<file path="src/rtl/dp_mem_port_arbiter_if.sv">
// dp_mem_port_arbiter_if: requester, response and memory-side signals of one arbitrated memory port
interface dp_mem_port_arbiter_if #(
  parameter int NUM_REQ = 4,
  parameter int ADDR_W  = 8,
  parameter int DATA_W  = 8
);
  localparam int GW = $clog2(NUM_REQ);
  logic [NUM_REQ-1:0]        req_valid;
  logic [NUM_REQ-1:0]        req_op;
  logic [NUM_REQ*ADDR_W-1:0] req_addr;
  logic [NUM_REQ*DATA_W-1:0] req_wdata;
  logic [NUM_REQ-1:0]        req_ready;
  logic [NUM_REQ-1:0]        rsp_valid;
  logic [DATA_W-1:0]         rsp_rdata;
  logic                      rsp_err;
  logic                      mem_valid;
  logic                      mem_op;
  logic [ADDR_W-1:0]         mem_addr;
  logic [DATA_W-1:0]         mem_wdata;
  logic                      mem_ready;
  logic [DATA_W-1:0]         mem_rdata;
  logic                      busy;
  logic [GW-1:0]             grant_id;
  modport slave (
    input  req_valid, req_op, req_addr, req_wdata, mem_ready, mem_rdata,
    output req_ready, rsp_valid, rsp_rdata, rsp_err, mem_valid, mem_op, mem_addr, mem_wdata,
           busy, grant_id
  );
  modport master (
    output req_valid, req_op, req_addr, req_wdata, mem_ready, mem_rdata,
    input  req_ready, rsp_valid, rsp_rdata, rsp_err, mem_valid, mem_op, mem_addr, mem_wdata,
           busy, grant_id
  );
endinterface

</file>
<file path="src/rtl/dp_mem_port_arbiter.sv">
// dp_mem_port_arbiter: round-robin sharing of one DP_MEM port, one transaction in flight, with watchdog abort
module dp_mem_port_arbiter #(
  parameter int NUM_REQ = 4,
  parameter int ADDR_W  = 8,
  parameter int DATA_W  = 8,
  parameter int TIMEOUT = 64
) (
  input logic clk,
  input logic rstn,
  dp_mem_port_arbiter_if.slave bus
);
  localparam int GW = $clog2(NUM_REQ);
  localparam int CW = TIMEOUT > 1 ? $clog2(TIMEOUT) : 1;
  // RESP is the response-pulse cycle; no grant there, giving 3 cycles per transaction
  typedef enum logic [1:0] {IDLE, BUSY, RESP} state_t;
  state_t              state_q, state_d;
  logic [GW-1:0]       rr_q, rr_d, grant_q, grant_d, win, grant_nxt;
  logic                found, timeout;
  logic [CW-1:0]       cnt_q, cnt_d;
  logic                op_q, op_d, err_q, err_d;
  logic [ADDR_W-1:0]   addr_q, addr_d;
  logic [DATA_W-1:0]   wdata_q, wdata_d, rdata_q, rdata_d;
  logic [NUM_REQ-1:0]  rsp_q, rsp_d, ready;
  always_comb begin
    found = 1'b0;
    win   = '0;
    for (int k = 0; k < NUM_REQ; k++) begin
      if (!found && bus.req_valid[(int'(rr_q) + k) % NUM_REQ]) begin
        found = 1'b1;
        win   = GW'((int'(rr_q) + k) % NUM_REQ);
      end
    end
  end
  assign grant_nxt = (grant_q == GW'(NUM_REQ - 1)) ? '0 : grant_q + 1'b1;
  assign timeout   = (TIMEOUT != 0) && (cnt_q == CW'(TIMEOUT - 1));
  always_comb begin
    state_d = state_q;
    rr_d    = rr_q;
    grant_d = grant_q;
    cnt_d   = cnt_q;
    op_d    = op_q;
    addr_d  = addr_q;
    wdata_d = wdata_q;
    rsp_d   = '0;
    rdata_d = '0;
    err_d   = 1'b0;
    ready   = '0;
    case (state_q)
      IDLE: if (found) begin
        ready[win] = 1'b1;
        op_d       = bus.req_op[win];
        addr_d     = bus.req_addr[win*ADDR_W +: ADDR_W];
        wdata_d    = bus.req_wdata[win*DATA_W +: DATA_W];
        grant_d    = win;
        cnt_d      = '0;
        state_d    = BUSY;
      end
      BUSY: if (bus.mem_ready || timeout) begin
        rsp_d[grant_q] = 1'b1;
        err_d          = !bus.mem_ready;
        rdata_d        = (bus.mem_ready && !op_q) ? bus.mem_rdata : '0;
        rr_d           = grant_nxt;
        state_d        = RESP;
      end else begin
        cnt_d = &cnt_q ? cnt_q : cnt_q + 1'b1;
      end
      default: state_d = IDLE;
    endcase
  end
  always_ff @(posedge clk or negedge rstn) begin
    if (!rstn) begin
      state_q <= IDLE;
      rr_q    <= '0;
      grant_q <= '0;
      cnt_q   <= '0;
      op_q    <= 1'b0;
      addr_q  <= '0;
      wdata_q <= '0;
      rsp_q   <= '0;
      rdata_q <= '0;
      err_q   <= 1'b0;
    end else begin
      state_q <= state_d;
      rr_q    <= rr_d;
      grant_q <= grant_d;
      cnt_q   <= cnt_d;
      op_q    <= op_d;
      addr_q  <= addr_d;
      wdata_q <= wdata_d;
      rsp_q   <= rsp_d;
      rdata_q <= rdata_d;
      err_q   <= err_d;
    end
  end
  // req_ready is forced low while reset is held so every output reads 0 in reset
  assign bus.req_ready = rstn ? ready : '0;
  assign bus.rsp_valid = rsp_q;
  assign bus.rsp_rdata = rdata_q;
  assign bus.rsp_err   = err_q;
  assign bus.mem_valid = state_q == BUSY;
  assign bus.busy      = state_q == BUSY;
  assign bus.mem_op    = op_q;
  assign bus.mem_addr  = addr_q;
  assign bus.mem_wdata = wdata_q;
  assign bus.grant_id  = grant_q;
endmodule

</file>
<file path="src/flat_wrapper.sv">
// flat-port wrapper written by rule: the top's interface ports become plain ports
module dp_mem_port_arbiter_flat 
#(
  parameter int NUM_REQ = 4,
  parameter int ADDR_W  = 8,
  parameter int DATA_W  = 8,
  parameter int TIMEOUT = 64
)
  (clk, rstn, bus_req_valid, bus_req_op, bus_req_addr, bus_req_wdata, bus_mem_ready, bus_mem_rdata, bus_req_ready, bus_rsp_valid, bus_rsp_rdata, bus_rsp_err, bus_mem_valid, bus_mem_op, bus_mem_addr, bus_mem_wdata, bus_busy, bus_grant_id);
  dp_mem_port_arbiter_if #(.NUM_REQ(NUM_REQ), .ADDR_W(ADDR_W), .DATA_W(DATA_W)) bus_i ();
  input logic clk;
  input logic rstn;
  input wire logic [$bits(bus_i.req_valid)-1:0] bus_req_valid;
  input wire logic [$bits(bus_i.req_op)-1:0] bus_req_op;
  input wire logic [$bits(bus_i.req_addr)-1:0] bus_req_addr;
  input wire logic [$bits(bus_i.req_wdata)-1:0] bus_req_wdata;
  input wire logic [$bits(bus_i.mem_ready)-1:0] bus_mem_ready;
  input wire logic [$bits(bus_i.mem_rdata)-1:0] bus_mem_rdata;
  output wire logic [$bits(bus_i.req_ready)-1:0] bus_req_ready;
  output wire logic [$bits(bus_i.rsp_valid)-1:0] bus_rsp_valid;
  output wire logic [$bits(bus_i.rsp_rdata)-1:0] bus_rsp_rdata;
  output wire logic [$bits(bus_i.rsp_err)-1:0] bus_rsp_err;
  output wire logic [$bits(bus_i.mem_valid)-1:0] bus_mem_valid;
  output wire logic [$bits(bus_i.mem_op)-1:0] bus_mem_op;
  output wire logic [$bits(bus_i.mem_addr)-1:0] bus_mem_addr;
  output wire logic [$bits(bus_i.mem_wdata)-1:0] bus_mem_wdata;
  output wire logic [$bits(bus_i.busy)-1:0] bus_busy;
  output wire logic [$bits(bus_i.grant_id)-1:0] bus_grant_id;
  assign bus_i.req_valid = bus_req_valid;
  assign bus_i.req_op = bus_req_op;
  assign bus_i.req_addr = bus_req_addr;
  assign bus_i.req_wdata = bus_req_wdata;
  assign bus_i.mem_ready = bus_mem_ready;
  assign bus_i.mem_rdata = bus_mem_rdata;
  assign bus_req_ready = bus_i.req_ready;
  assign bus_rsp_valid = bus_i.rsp_valid;
  assign bus_rsp_rdata = bus_i.rsp_rdata;
  assign bus_rsp_err = bus_i.rsp_err;
  assign bus_mem_valid = bus_i.mem_valid;
  assign bus_mem_op = bus_i.mem_op;
  assign bus_mem_addr = bus_i.mem_addr;
  assign bus_mem_wdata = bus_i.mem_wdata;
  assign bus_busy = bus_i.busy;
  assign bus_grant_id = bus_i.grant_id;
  dp_mem_port_arbiter #(.NUM_REQ(NUM_REQ), .ADDR_W(ADDR_W), .DATA_W(DATA_W), .TIMEOUT(TIMEOUT)) u_core (.clk(clk), .rstn(rstn), .bus(bus_i));
endmodule
</file>
<file path="config.mk">
export PLATFORM = sky130hd
export DESIGN_NAME = dp_mem_port_arbiter_flat
export DESIGN_NICKNAME = d
export VERILOG_FILES = /design/src/rtl/dp_mem_port_arbiter_if.sv /design/src/rtl/dp_mem_port_arbiter.sv /design/src/flat_wrapper.sv
export SDC_FILE = /design/constraint.sdc
export NUM_CORES = 1
export LEC_CHECK = 0
export BUFFER_PORTS_ARGS = -buffer_cell sky130_fd_sc_hd__clkbuf_2
export CAP_MARGIN = 0
export CELL_PAD_IN_SITES_DETAIL_PLACEMENT = 1
export CELL_PAD_IN_SITES_GLOBAL_PLACEMENT = 1
export CORE_ASPECT_RATIO = 0.8
export CORE_UTILIZATION = 33
export DETAILED_ROUTE_END_ITERATION = 6
export GPL_ROUTABILITY_DRIVEN = 0
export PLACE_DENSITY_LB_ADDON = 0.1
export SYNTH_ARGS = -nofsm -noshare
export SYNTH_HDL_FRONTEND = slang
export SYNTH_SLANG_ARGS = --single-unit
</file>
<file path="constraint.sdc">
create_clock -name clk -period 2.3 [get_ports clk]
set_input_delay 0.115 -clock clk [delete_from_list [all_inputs] [get_ports clk]]
set_output_delay 0.115 -clock clk [all_outputs]
set_load 0.05 [all_outputs]
</file>
==> impl_metrics.json <==
{
  "status": "finished clean",
  "area_share_of_the_largest_cell_type_after_synthesis_pct": 46.49,
  "switchingPower_mw": 2.065,
  "antennaDiodeCount": 0,
  "syn_area_um2": 2261,
  "groute.layer.met1.usage_pct": 25.89,
  "ys_seq_area_share_pct": 46.49,
  "cts_num_sinks": 42,
  "synth-seq-cells": 42,
  "wl_um": 6360,
  "cell_internal_pwr_mw": 1.959,
  "seqCellArea_um2": 1051,
  "post-route-drc-count": 0,
  "synth_edf_count": 0,
  "arrival_ns": 2.27,
  "netlist_instances": 198,
  "clockBufferDepth": 2,
  "worstHoldPathType": "input pin to flip-flop",
  "start_kind": "flip-flop",
  "grt_util_met2_pct": 29.28,
  "post_route_core_utilization_pct": 47.00,
  "core_outline_area_um2": 6506,
  "dieHeight_um": 76.04,
  "design.die.area_um2": 7188,
  "cp_endpoint_kind": "flip-flop",
  "wire_per_inst_um": 15.63,
  "n_fill_cell": 775,
  "ys_top_cells_by_area": "sky130_fd_sc_hd__dfrtp_1, sky130_fd_sc_hd__mux2i_1, sky130_fd_sc_hd__o221ai_1",
  "critical_path_peak_fanout": 21,
  "share_clk_of_total_power_pct": 12.3,
  "power.ir.vdd_worst_v": 0.0004316,
  "io_buffer_count": 120,
  "wire_length_of_the_first_global_routing_pass_um": 10370,
  "synth_to_final_area_change_pct": 35.25,
  "buffer_type_at_the_clock_tree_root": "sky130_fd_sc_hd__clkbuf_8",
  "area_of_combinational_cells_with_multiple_inputs_um2": 1129,
  "initial_core_utilization_pct": 34.75,
  "power.share.sequential_pct": 29.4,
  "post_synth_most_frequent_cells": "sky130_fd_sc_hd__dfrtp_1, sky130_fd_sc_hd__mux2i_1, sky130_fd_sc_hd__nand2_1",
  "m3_gr_usage_pct": 4.192,
  "synthesis.area_per_instance_um2": 11.42,
  "cts_tree": "done",
  "detailed_route_via_count": 2007,
  "critical_path_required_ns": 2.45,
  "grt_remaining_overflow": 0,
  "io_pins": 121,
  "setup_violations": 0,
  "worstSkewPairLatency_ns": 0.29,
  "maxCapViolCount": 0,
  "maxClockFrequency_mhz": 471.4,
  "first_global_vias": 2015,
  "grt_busiest_layer": "met2",
  "pins_over_their_slew_limit": 0,
  "detailedRoute.firstIterationViolations": 76,
  "synth_nets": 286,
  "synth.distinct_cells": 37,
  "antenna_found_initial": 0,
  "critPathKind": "flip-flop to flip-flop",
  "power.share.switching_pct": 51.31,
  "antenna_violating_nets_post_route": 0,
  "finalHoldViolCount": 0,
  "die_span_x_um": 94.54,
  "comb_power_share_pct": 58.2,
  "clkTransAtPathRegs_ns": 0.08,
  "setup_total_negative_slack_ns": 0,
  "detailedRoute.firstPassIterationCount": 4,
  "timing.max_slew.rel_slack_pct": 52.35,
  "ys.flop_type": "sky130_fd_sc_hd__dfrtp_1",
  "rsz0062_at_grt": "false",
  "post-cts-setup-buffer-count": 0,
  "grt_start_max_net_pins": 43,
  "dp_wirelength_um": 4977,
  "final_period_minus_worst_setup_slack_ns": 2.122,
  "synthDominantAreaCellType": "sky130_fd_sc_hd__dfrtp_1",
  "fin_nets": 410,
  "numCtsBuffers": 5,
  "htree_levels": 2,
  "avgViaCountPerCell": 4.931,
  "cell_rows": 26,
  "finalCritPeriodShare_pct": 92.24,
  "drive_above_1_share_pct": 45.51,
  "worstMarginPinSlew_ns": 0.7132,
  "grt_usage_pct": 18.81,
  "total_power_after_layout_mw": 4.023,
  "total_leakage_power_nw": 1.645,
  "ys_async_sr_fraction_pct": 100.0,
  "power.density_nw_per_um2": 1316,
  "synth.yosys.warnings": 0,
  "timing.clock.skew_ns": 0.006376,
  "synth_most_common_cell": "sky130_fd_sc_hd__dfrtp_1"
}
[logic make-up (layout without fill, tap and decap cells)]
family	Yosys count	count (layout)	share of synthesized area (%)
DFF	42	42	46.49
muxes	37	37	16.55
xor gates and xnor gates	3	3	1.162
adders and majority gates	5	5	2.767
and+or+nand+nor	63	63	15.11
AOI/OAI and AO/OA	34	34	13.39
buffers and inverters	14	139	4.538
[flip-flops by register name (all words and copies together), names as in the netlist]
register and cells:
u_core.bus.mem_addr 8, u_core.bus.mem_wdata 8, u_core.bus.rsp_rdata 8, u_core.cnt_q 6, u_core.bus.rsp_valid 4, u_core.bus.grant_id 2
u_core.rr_q 2, u_core.state_q 2, u_core.bus.mem_op 1, u_core.bus.rsp_err 1
[repair_timing]
| action | CTS | global route |
|---|---|---|
| endpoints found under the setup margin | 0 | 1 |
| endpoints found under the hold margin | 42 | 0 |
| hold buffers | 1 | 0 |
| resized for setup | 0 | 4 |
[cell usage in the layout (no fill, tap or decap), drive strengths merged, types with 2 or more instances in the layout]
cell     count
a21oi        2
inv          5
mux2         3
nor3         5
ha           5
clkbuf     127
o21ai        6
a2111oi      2
buf          5
xor2         3
mux2i       34
o221ai      18
nor2         9
dfrtp       42
nor3b        2
and2        12
nand2       24
nor2b        4
[stage by stage]
| step | std cells | setup WS [ns] | hold WS, ns | cell area [µm²] |
|---|---|---|---|---|
| 4_1_cts | 407 | 0.03351 | 0.01061 | 3052 |
| 6_report | 407 | 0.1785 | 0.01758 | 3058 |
| 3_3_place_gp | 398 | 0.3381 | 0.2692 | 2950 |
| 5_1_grt | 407 | 0.05210 | 0.02046 | 3058 |
| 2_1_floorplan | 198 | 0.02343 | -0.1806 | 2261 |
| 3_5_place_dp | 398 | 0.2043 | 0.2608 | 2950 |
[per-layer routing]
layer  wire length (µm)  part of all wire, %
met1               2871                   45
met5                  0                    0
met3                470                  7.4
met4                102                  1.6
met2               2915                   46
[final cells by class]
cell class	instances	area share [%]
timing repair buffer	126	21.69
tap	84	3.437
clock inverter	1	0.1637
sequential	42	34.37
clock buffer	7	2.823
inverter	5	0.6137
multi-input combinational	142	36.91
[power groups by stage]
stage	Clock (mW)	Sequential, mW	Combinational (mW)
after floorplan	0	1.84	1.13
after CTS	0.514	1.18	2.37
after detailed placement	0	1.20	2.36
after global routing	0.559	1.22	2.52
final	0.496	1.18	2.34
after global placement	0	1.19	2.33
[worst max-delay path: stages, from the launching register on]
cell	delay, ns
sky130_fd_sc_hd__dfrtp_1	0.44
sky130_fd_sc_hd__nor2b_1	0.18
sky130_fd_sc_hd__nor2_1	0.10
sky130_fd_sc_hd__o221ai_4	0.55
sky130_fd_sc_hd__buf_12	0.27
sky130_fd_sc_hd__mux2i_1	0.25
sky130_fd_sc_hd__o221ai_1	0.16
[worst paths after layout]
path	cells after the start	startpoint	end	slack, ns
setup / recovery	6	u_core.rr_q[0]	u_core.bus.mem_addr[4]	0.18
hold / removal	2	bus_mem_rdata[7]	u_core.bus.rsp_rdata[7]	0.02
setup reg to reg	6	u_core.rr_q[0]	u_core.bus.mem_addr[4]	0.18
hold reg to reg	2	u_core.bus.mem_addr[0]	u_core.bus.mem_addr[0]	0.49
max in group asynchronous	3	rstn	u_core.cnt_q[3]	1.49
min in group asynchronous	3	rstn	u_core.cnt_q[5]	0.43
No activity file was read; power rests on OpenSTA's default activity.
